File: src/rtl/int_issue_arbiter.sv
// Two-requester round-robin arbiter feeding one shared execution unit through a one-entry
// hold register, with multicycle occupancy tracking and robid-based flush kill.
`ifndef ISQ_DATA_WIDTH
`define ISQ_DATA_WIDTH 16
`endif
`ifndef INSTR_ID_WIDTH
`define INSTR_ID_WIDTH 4
`endif

module int_issue_arbiter #(
   parameter int unsigned MC_LATENCY = 4
) (
   input  logic                         clock,
   input  logic                         reset,
   input  logic [`ISQ_DATA_WIDTH-1:0]   req0_data,
   input  logic [`INSTR_ID_WIDTH:0]     req0_robid,
   input  logic                         req0_multicycle,
   input  logic                         req0_valid,
   output logic                         req0_ready,
   input  logic [`ISQ_DATA_WIDTH-1:0]   req1_data,
   input  logic [`INSTR_ID_WIDTH:0]     req1_robid,
   input  logic                         req1_multicycle,
   input  logic                         req1_valid,
   output logic                         req1_ready,
   output logic [`ISQ_DATA_WIDTH-1:0]   issue_data,
   output logic [`INSTR_ID_WIDTH:0]     issue_robid,
   output logic                         issue_src,
   output logic                         issue_valid,
   input  logic                         issue_ready,
   input  logic                         flush_valid,
   input  logic [`INSTR_ID_WIDTH:0]     flush_robid,
   output logic                         exu_busy
);

   localparam int unsigned DW   = `ISQ_DATA_WIDTH;
   localparam int unsigned IW   = `INSTR_ID_WIDTH + 1;
   localparam int unsigned CntW = (MC_LATENCY > 2) ? $clog2(MC_LATENCY) : 1;

   typedef enum logic [1:0] {StIdle, StHold, StBusy} state_e;

   state_e            state_q, state_d;
   logic [DW-1:0]     data_q, data_d;
   logic [IW-1:0]     robid_q, robid_d;
   logic              src_q, src_d;
   logic              mc_q, mc_d;
   logic              rr_q, rr_d;
   logic [CntW-1:0]   cnt_q, cnt_d;

   logic kill, handshake, accept_ok, accept, gnt, any_valid;

   // Wrap bit flips the sense of the low-order comparison; equal ids are not younger.
   function automatic logic younger(input logic [IW-1:0] a, input logic [IW-1:0] b);
      if (a[IW-1] == b[IW-1]) return a[IW-2:0] > b[IW-2:0];
      else                    return a[IW-2:0] < b[IW-2:0];
   endfunction

   always_comb begin
      kill      = (state_q == StHold) && flush_valid && younger(robid_q, flush_robid);
      issue_valid = (state_q == StHold) && !kill && !reset;
      handshake = issue_valid && issue_ready;
      exu_busy  = (state_q == StBusy) && !reset;

      any_valid = req0_valid || req1_valid;
      if (req0_valid && req1_valid) gnt = rr_q;
      else                          gnt = !req0_valid;

      accept_ok = ((state_q == StIdle) || (handshake && !mc_q)) && !flush_valid && !reset;
      accept    = accept_ok && any_valid;
      req0_ready = accept && !gnt;
      req1_ready = accept && gnt;
   end

   assign issue_data  = data_q;
   assign issue_robid = robid_q;
   assign issue_src   = src_q;

   always_comb begin
      state_d = state_q;
      data_d  = data_q;
      robid_d = robid_q;
      src_d   = src_q;
      mc_d    = mc_q;
      rr_d    = rr_q;
      cnt_d   = cnt_q;

      if (accept) begin
         rr_d    = !gnt;
         state_d = StHold;
         src_d   = gnt;
         data_d  = gnt ? req1_data       : req0_data;
         robid_d = gnt ? req1_robid      : req0_robid;
         mc_d    = gnt ? req1_multicycle : req0_multicycle;
      end

      unique case (state_q)
         StIdle: ;
         StHold: begin
            if (kill) begin
               state_d = StIdle;
            end else if (handshake) begin
               if (mc_q) begin
                  state_d = StBusy;
                  cnt_d   = CntW'(MC_LATENCY - 1);
               end else if (!accept) begin
                  state_d = StIdle;
               end
            end
         end
         StBusy: begin
            if (cnt_q == '0) state_d = StIdle;
            else             cnt_d   = cnt_q - 1'b1;
         end
         default: state_d = StIdle;
      endcase
   end

   always_ff @(posedge clock) begin
      if (reset) begin
         state_q <= StIdle;
         data_q  <= '0;
         robid_q <= '0;
         src_q   <= 1'b0;
         mc_q    <= 1'b0;
         rr_q    <= 1'b0;
         cnt_q   <= '0;
      end else begin
         state_q <= state_d;
         data_q  <= data_d;
         robid_q <= robid_d;
         src_q   <= src_d;
         mc_q    <= mc_d;
         rr_q    <= rr_d;
         cnt_q   <= cnt_d;
      end
   end

endmodule

File: config.mk
export PLATFORM = sky130hd
export DESIGN_NAME = int_issue_arbiter
export DESIGN_NICKNAME = d
export VERILOG_FILES = /design/src/rtl/int_issue_arbiter.sv
export SDC_FILE = /design/constraint.sdc
export NUM_CORES = 1
export LEC_CHECK = 0
export BUFFER_PORTS_ARGS = -buffer_cell sky130_fd_sc_hd__buf_4
export CORE_ASPECT_RATIO = 0.6
export CORE_MARGIN = 3
export CORE_UTILIZATION = 45
export DETAILED_ROUTE_END_ITERATION = 7
export GPL_TIMING_DRIVEN = 0
export PLACE_DENSITY = 0.8
export SLEW_MARGIN = 0
export SYNTH_ARGS = -nofsm -noshare
export SYNTH_HDL_FRONTEND = slang
export SYNTH_SLANG_ARGS = --single-unit
export TNS_END_PERCENT = 30
File: constraint.sdc
create_clock -name clock -period 1.8 [get_ports clock]
set_input_delay 0.18 -clock clock [delete_from_list [all_inputs] [get_ports clock]]
set_output_delay 0.18 -clock clock [all_outputs]
set_load 0.02 [all_outputs]
==> out/results.tsv, run 1 <==
stage	metric	value	unit
power_and_ir_drop	Lkg Pwr	0.00105	uW
synthesis	syn_area_per_cell	10.3	sq um
outcome	failing checks	setup timing	
cells_and_area	post-route cell area	0.00234	sq mm
floorplan	core box area	0.00308	sq mm
grt	initial antenna violation count	0	
routing	Wirelength per Cell	16.3	um
clock_network	Root Buffer	clkbuf_8	
setup_path	reg-to-reg setup timing slack	0	ns
setup_path	FF-to-FF End	state_q[1]	
sta	final hold slack	0.119	ns
sta	post-layout min period	1.92	ns
synthesis	post-synth top area cell	dfxtp_1	
cells_and_area	ANT cells	0	
synthesis	Synth Warn #	0	
floorplan	Std-Cell Rows	15	
outcome	outcome	finished with violations	
floorplan	Die X	82.1	um
setup_path	CP startpoint	issue_robid[1]	
clock_network	hold_buf cts	0	
sta	Max Slew Vio Count	0	
sta	Fin Setup TNS	-0.124	ns
placed_design	Port Buffers	80	
setup_path	Worst R2R Start	issue_robid[1]	
synthesis	top-count cell post-synth	nor2_1	
clock_network	TritonCTS Buffers	3	
sta	final worst-path cycle share	107	%
synthesis	EDFF count, synth	0	
synthesis	top post-synthesis cells by count	29 x nor2_1, 28 x dfxtp_1, 23 x mux2i_1	
placed_design	Post-DP Area	0.00221	sq mm
synthesis	async set-or-reset flop fraction in the synthesized netlist	0	%
routing	1st-pass router iterations	4	
cells_and_area	Area Growth Syn to Fin	49.6	%
routing	vias	1476	
synthesis	Syn Nets	212	
clock_network	Clock Path Buffers	2	
power_and_ir_drop	IR drop worst, VDD	475	uV
cells_and_area	fin cells	280	
grt	Total GRT Usage	23.1	%
floorplan	I/O pin count	81	
setup_path	Worst EP arrival	1.74	ns
setup_path	critical path startpoint category	register	
placed_design	dpl cells	274	
routing	Via density	5.27	
placed_design	GPL Wtd Cong	0.838	
synthesis	Yosys top cell area share	35.9	%
grt	first-pass GRT wire length	7380	um
setup_path	CP Class	reg2out	
run	max_cap viols	0	
clock_network	CTS tree	yes	
sta	setup ws final	-0.124	ns
min_path	Worst Hold Class	in2reg	
setup_path	CP endpoint	issue_valid	
synthesis	top cells by area, synth	dfxtp_1 36%, a211oi_2 18%, mux2i_1 15%, nor2_1 7.0%, ha_1 4.0%	
clock_network	Sink Count	28	
placed_design	hpwl dp	3500	um
sta	Hold Vio Cnt, Final	0	
grt	largest net degree at the start of global routing	15	
cells_and_area	layout cells sized above 1	53.8	%
synthesis	area of the mapped netlist	0.00156	sq mm
cells_and_area	nets@finish	300	
sta	maximum clock frequency	520	MHz
routing	DRC violations left	0	
routing	initial DRC count	40	
power_and_ir_drop	Total Power	1490	uW
setup_path	Worst Reg2Reg Path Length in Cells	7	
routing	Routed Antenna Nets	0	
sta	Slew @ Worst Pin	0.678	ns
sta	worst rel slew slack	54.8	%
synthesis	register area share after synthesis	35.9	%
grt	vias in the first global route	1538	
setup_path	required time of the worst setup path	1.62	ns
clock_network	clock-pin slew on the worst setup and hold paths	0.09	ns
power_and_ir_drop	power per cell area	636	mW/mm^2
synthesis	synth unique cells	32	
clock_network	H-tree Lvls	1	
floorplan	die height	51.6	um
setup_path	CP endpoint kind	output pin	
sta	unrepaired setup endpoints after global routing	true	
setup_path	CP Max Fanout	2	
routing	Routed WL	4560	um
sta	Final Skew	0.00203	ns
floorplan	die area	0.00424	sq mm
clock_network	Clk Latency, worst-skew pair	0.27	ns
floorplan	initial core utilization	50.7	%
synthesis	Post-Syn Instances	152	
sta	setup violators final	1	
synthesis	Yosys reg bits	28	
synthesis	Synth Flop Type	dfxtp_1	
grt	grt ovf	0	
[cell usage in the layout (no fill, tap or decap), drive strengths merged, types with 2 or more instances in the layout]
cell    count
a211oi     22
a21boi      2
a21oi       2
buf        93
clkbuf      4
dfxtp      28
ha          5
inv         6
mux2i      23
nand2       5
nand2b      2
nor2       29
nor2b       2
o31ai       2
[layer usage]
layer  global-route usage (%)  part of all wire (%)
met5                        0                     0
met4                     5.80                   1.6
met3                     6.75                    11
met2                     42.4                    48
met1                     26.4                    39
[timing repair]
action	in CTS	in global routing
setup buffers	3	0
gates resized for setup	9	2
pin swaps	5	0
endpoints found under the setup margin	3	4
[area by class of cell]
type,instances,area (sq um)
Multi-Input combinational cell,107,941
Fill cell,210,742
Tap cell,42,52.6
Buffer,11,91.3
Inverter,6,22.5
Timing Repair Buffer,83,623
Sequential cell,28,564
Clock buffer,3,41.3
[logic make-up after synthesis]
family	synth area share [%]
xor+xnor	0.561
flops	35.9
compound gates	24.9
simple gates	12.6
buf+inv	7.29
fa+ha+maj	4.01
mux	14.7
[report_power, final]
part / leakage [uW] / switching, uW / internal [uW] / total, uW
clock: 0.0000216 / 186 / 150 / 336
sequential: 0.000231 / 28.4 / 659 / 687
combinational: 0.000793 / 227 / 236 / 463
[stage by stage]
stage | utilization (%) | worst slack [ns]
floorplan | - | 0.0545
global placement | 72.0 | -0.0362
detailed placement | 72.0 | -0.0935
CTS | 75.8 | -0.0937
global route | 75.9 | -0.196
finish | 75.9 | -0.124
[flip-flops by register name, indices dropped and copies added, names as in the netlist]
register and count:
state_q 2, issue_data 16, rr_q 1, issue_robid 5, mc_q 1, cnt_q 2
issue_src 1
[worst min path at each step]
| stage | startpoint | end | slack [ns] | depth (start not counted) |
|---|---|---|---|---|
| after floorplan | issue_ready | state_q[0] | 0.28 | 1 |
| final | issue_ready | state_q[0] | 0.12 | 2 |
| after CTS | issue_ready | state_q[0] | 0.12 | 2 |
| after global routing | issue_ready | state_q[0] | 0.11 | 2 |
| after global placement | issue_ready | state_q[0] | 0.39 | 2 |
| after detailed placement | issue_ready | state_q[0] | 0.41 | 2 |
[critical path: stages (launching register included)]
cell,delay [ns]
dfxtp_2,0.35
ha_4,0.26
nor2b_4,0.13
o211ai_2,0.11
a211o_1,0.30
o31ai_4,0.08
nor2_1,0.09
buf_4,0.16
No activity file was read; power rests on OpenSTA's default activity.
==> inputs of run 2 (changes only) <==
--- a/config.mk
+++ b/config.mk
@@ -8,10 +8,10 @@
 export BUFFER_PORTS_ARGS = -buffer_cell sky130_fd_sc_hd__buf_4
 export CORE_ASPECT_RATIO = 0.6
 export CORE_MARGIN = 3
-export CORE_UTILIZATION = 45
+export CORE_UTILIZATION = 48
 export DETAILED_ROUTE_END_ITERATION = 7
 export GPL_TIMING_DRIVEN = 0
-export PLACE_DENSITY = 0.8
+export PLACE_DENSITY = 0.84
 export SLEW_MARGIN = 0
 export SYNTH_ARGS = -nofsm -noshare
 export SYNTH_HDL_FRONTEND = slang
==> constraint.sdc (replaced) <==
create_clock -name clock -period 2.45 [get_ports clock]
set_input_delay 0.245 -clock clock [delete_from_list [all_inputs] [get_ports clock]]
set_output_delay 0.245 -clock clock [all_outputs]
set_load 0.02 [all_outputs]
==> out/results.tsv, run 2 (same netlist as run 1, synthesis figures left out) <==
stage	metric	value	unit	change
outcome	outcome	finished, final reports clean		
sta	final hold slack	0.167	ns	+0.0471 ns
min_path	Cells on Worst Hold Path	2		unchanged
run	max_cap viols	0		unchanged
grt	grt ovf	0		unchanged
placed_design	GPL Wtd Cong	0.823		-1.8%
cells_and_area	commonest non-fill, non-tap cell in the layout	buf_4		
cells_and_area	max reg flops	16		unchanged
routing	DRC violations left	0		unchanged
clock_network	TritonCTS Buffers	3		unchanged
placed_design	Place WS	0.497	ns	+0.591 ns
clock_network	clock-pin slew on the worst setup and hold paths	0.09	ns	about the same
routing	vias	1429		-3.2%
grt	vias in the first global route	1441		-6.3%
cells_and_area	Multi-input gate area	887	sq um	-5.7%
routing	Via density	5.14		-2.5%
setup_path	CP Max Fanout	5		+3
power_and_ir_drop	IR drop worst, VDD	323	uV	-32%
floorplan	I/O pin count	81		unchanged
cells_and_area	# fillers	232		+10%
cells_and_area	most frequent cells in the layout	83 x buf_4, 29 x nor2_1, 28 x dfxtp_1		
sta	unrepaired setup endpoints after global routing	false		
routing	Routed WL	4080	um	-10%
floorplan	Std-Cell Rows	15		unchanged
placed_design	Port Buffers	80		unchanged
grt	largest net degree at the start of global routing	16		+1
placed_design	hpwl dp	3240	um	-7.5%
floorplan	die area	0.00400	sq mm	-5.7%
floorplan	die height	50.2	um	-2.8%
clock_network	CTS tree	yes		
routing	1st-pass router iterations	4		unchanged
clock_network	Clock Path Buffers	2		unchanged
sta	Fin Setup TNS	0	ns	+0.124 ns
cells_and_area	layout cells sized above 1	50.4	%	-3.4 points
setup_path	CP endpoint kind	output pin		
setup_path	Worst Reg2Reg Path Length in Cells	6		-1
grt	Total GRT Usage	20.6	%	-2.5 points
sta	Slew @ Worst Pin	0.697	ns	+0.0190 ns
clock_network	Clk Latency, worst-skew pair	0.28	ns	about the same
sta	setup ws final	0.196	ns	+0.320 ns
cells_and_area	ANT cells	0		unchanged
sta	setup violators final	0		-1
clock_network	Post-CTS Setup Inserts	0		-3
sta	Final Skew	0.00420	ns	+0.00216 ns
floorplan	initial core utilization	52.3	%	+1.6 points
setup_path	required time of the worst setup path	2.20	ns	+0.58 ns
floorplan	core box area	0.00298	sq mm	-3.0%
power_and_ir_drop	switching share of power	28.7	%	-1.0 points
sta	maximum clock frequency	444	MHz	
power_and_ir_drop	sequential share of power	45.5	%	-0.7 points
routing	Wirelength per Cell	14.7	um	-9.7%
power_and_ir_drop	sw power	317	uW	-28%
power_and_ir_drop	clock network power share	25.7	%	+3.1 points
routing	Routed Antenna Nets	0		unchanged
sta	worst rel slew slack	53.6	%	-1.3 points
floorplan	Die X	79.6	um	-2.9%
setup_path	CP Class	reg2out		
cells_and_area	Area Growth Syn to Fin	45.4	%	
clock_network	post-CTS sizing	0		-9
setup_path	critical path startpoint category	register		
clock_network	Sink Count	28		unchanged
clock_network	Root Buffer	clkbuf_8		
sta	final worst-path cycle share	92.0	%	
clock_network	H-tree Lvls	1		unchanged
grt	initial antenna violation count	0		unchanged
power_and_ir_drop	Lkg Pwr	0.00103	uW	-1.5%
power_and_ir_drop	Comb power frac	28.8	%	-2.4 points
sta	Max Slew Vio Count	0		unchanged
power_and_ir_drop	total internal power	790	uW	-24%
sta	post-layout min period	2.25	ns	
min_path	Worst Hold Class	in2reg		
setup_path	Worst EP arrival	2.01	ns	+0.27 ns
clock_network	hold_buf cts	0		unchanged
power_and_ir_drop	power per cell area	488	mW/mm^2	-23%
cells_and_area	FF+latch area	561	sq um	-0.67%
routing	initial DRC count	27		-33%
sta	Hold Vio Cnt, Final	0		unchanged
cells_and_area	nets@finish	297		-1.0%
grt	first-pass GRT wire length	6410	um	-13%
[run 2: final timing paths]
check                 startpoint           to  slack [ns]
setup / recovery  issue_robid[1]  issue_valid        0.20
hold / removal       issue_ready   state_q[0]        0.17
setup reg to reg  issue_robid[1]     cnt_q[0]        0.71
hold reg to reg         cnt_q[1]     cnt_q[1]        0.50
[run 2: layout make-up]
type | count | share of cell area [%]
Multi-Input combinational cell | 107 | 39.1
Timing Repair Buffer | 80 | 26.5
Sequential cell | 28 | 24.7
Buffer | 11 | 4.02
Clock buffer | 4 | 2.43
Tap cell | 42 | 2.32
Inverter | 6 | 0.992
[run 2: stage by stage]
| step | cells | area (sq um) | total power, uW | utilization [%] |
|---|---|---|---|---|
| floorplan | 152 | 1560 | 693 | - |
| global placement | 274 | 2210 | 822 | 74.2 |
| detailed placement | 274 | 2210 | 835 | 74.2 |
| CTS | 278 | 2270 | 1120 | 76.1 |
| global route | 278 | 2270 | 1160 | 76.1 |
| finish | 278 | 2270 | 1110 | 76.1 |
[run 2: worst max-delay path, cell delays in order, from the launching register on]
cell and delay, ns:
dfxtp_1 0.35, ha_1 0.31, nor2b_1 0.14, o211ai_2 0.15
nand2_1 0.08, o31ai_2 0.43, nor2_1 0.10, buf_4 0.17
[run 2: power by group through the flow]
stage	registers [uW]	clock network [uW]	logic (uW)
after detailed placement	514	0	320
final	504	284	319
after global placement	512	0	310
after global routing	507	306	344
after floorplan	541	0	153
after CTS	504	295	321
[run 2: routing by layer]
metal	vias to the layer above	global-route usage, %	part of all wire [%]
li1	716	-	-
met1	649	24.1	43
met2	60	36.3	46
met3	4	6.63	10
met4	0	6.00	0.95
met5	-	0	0
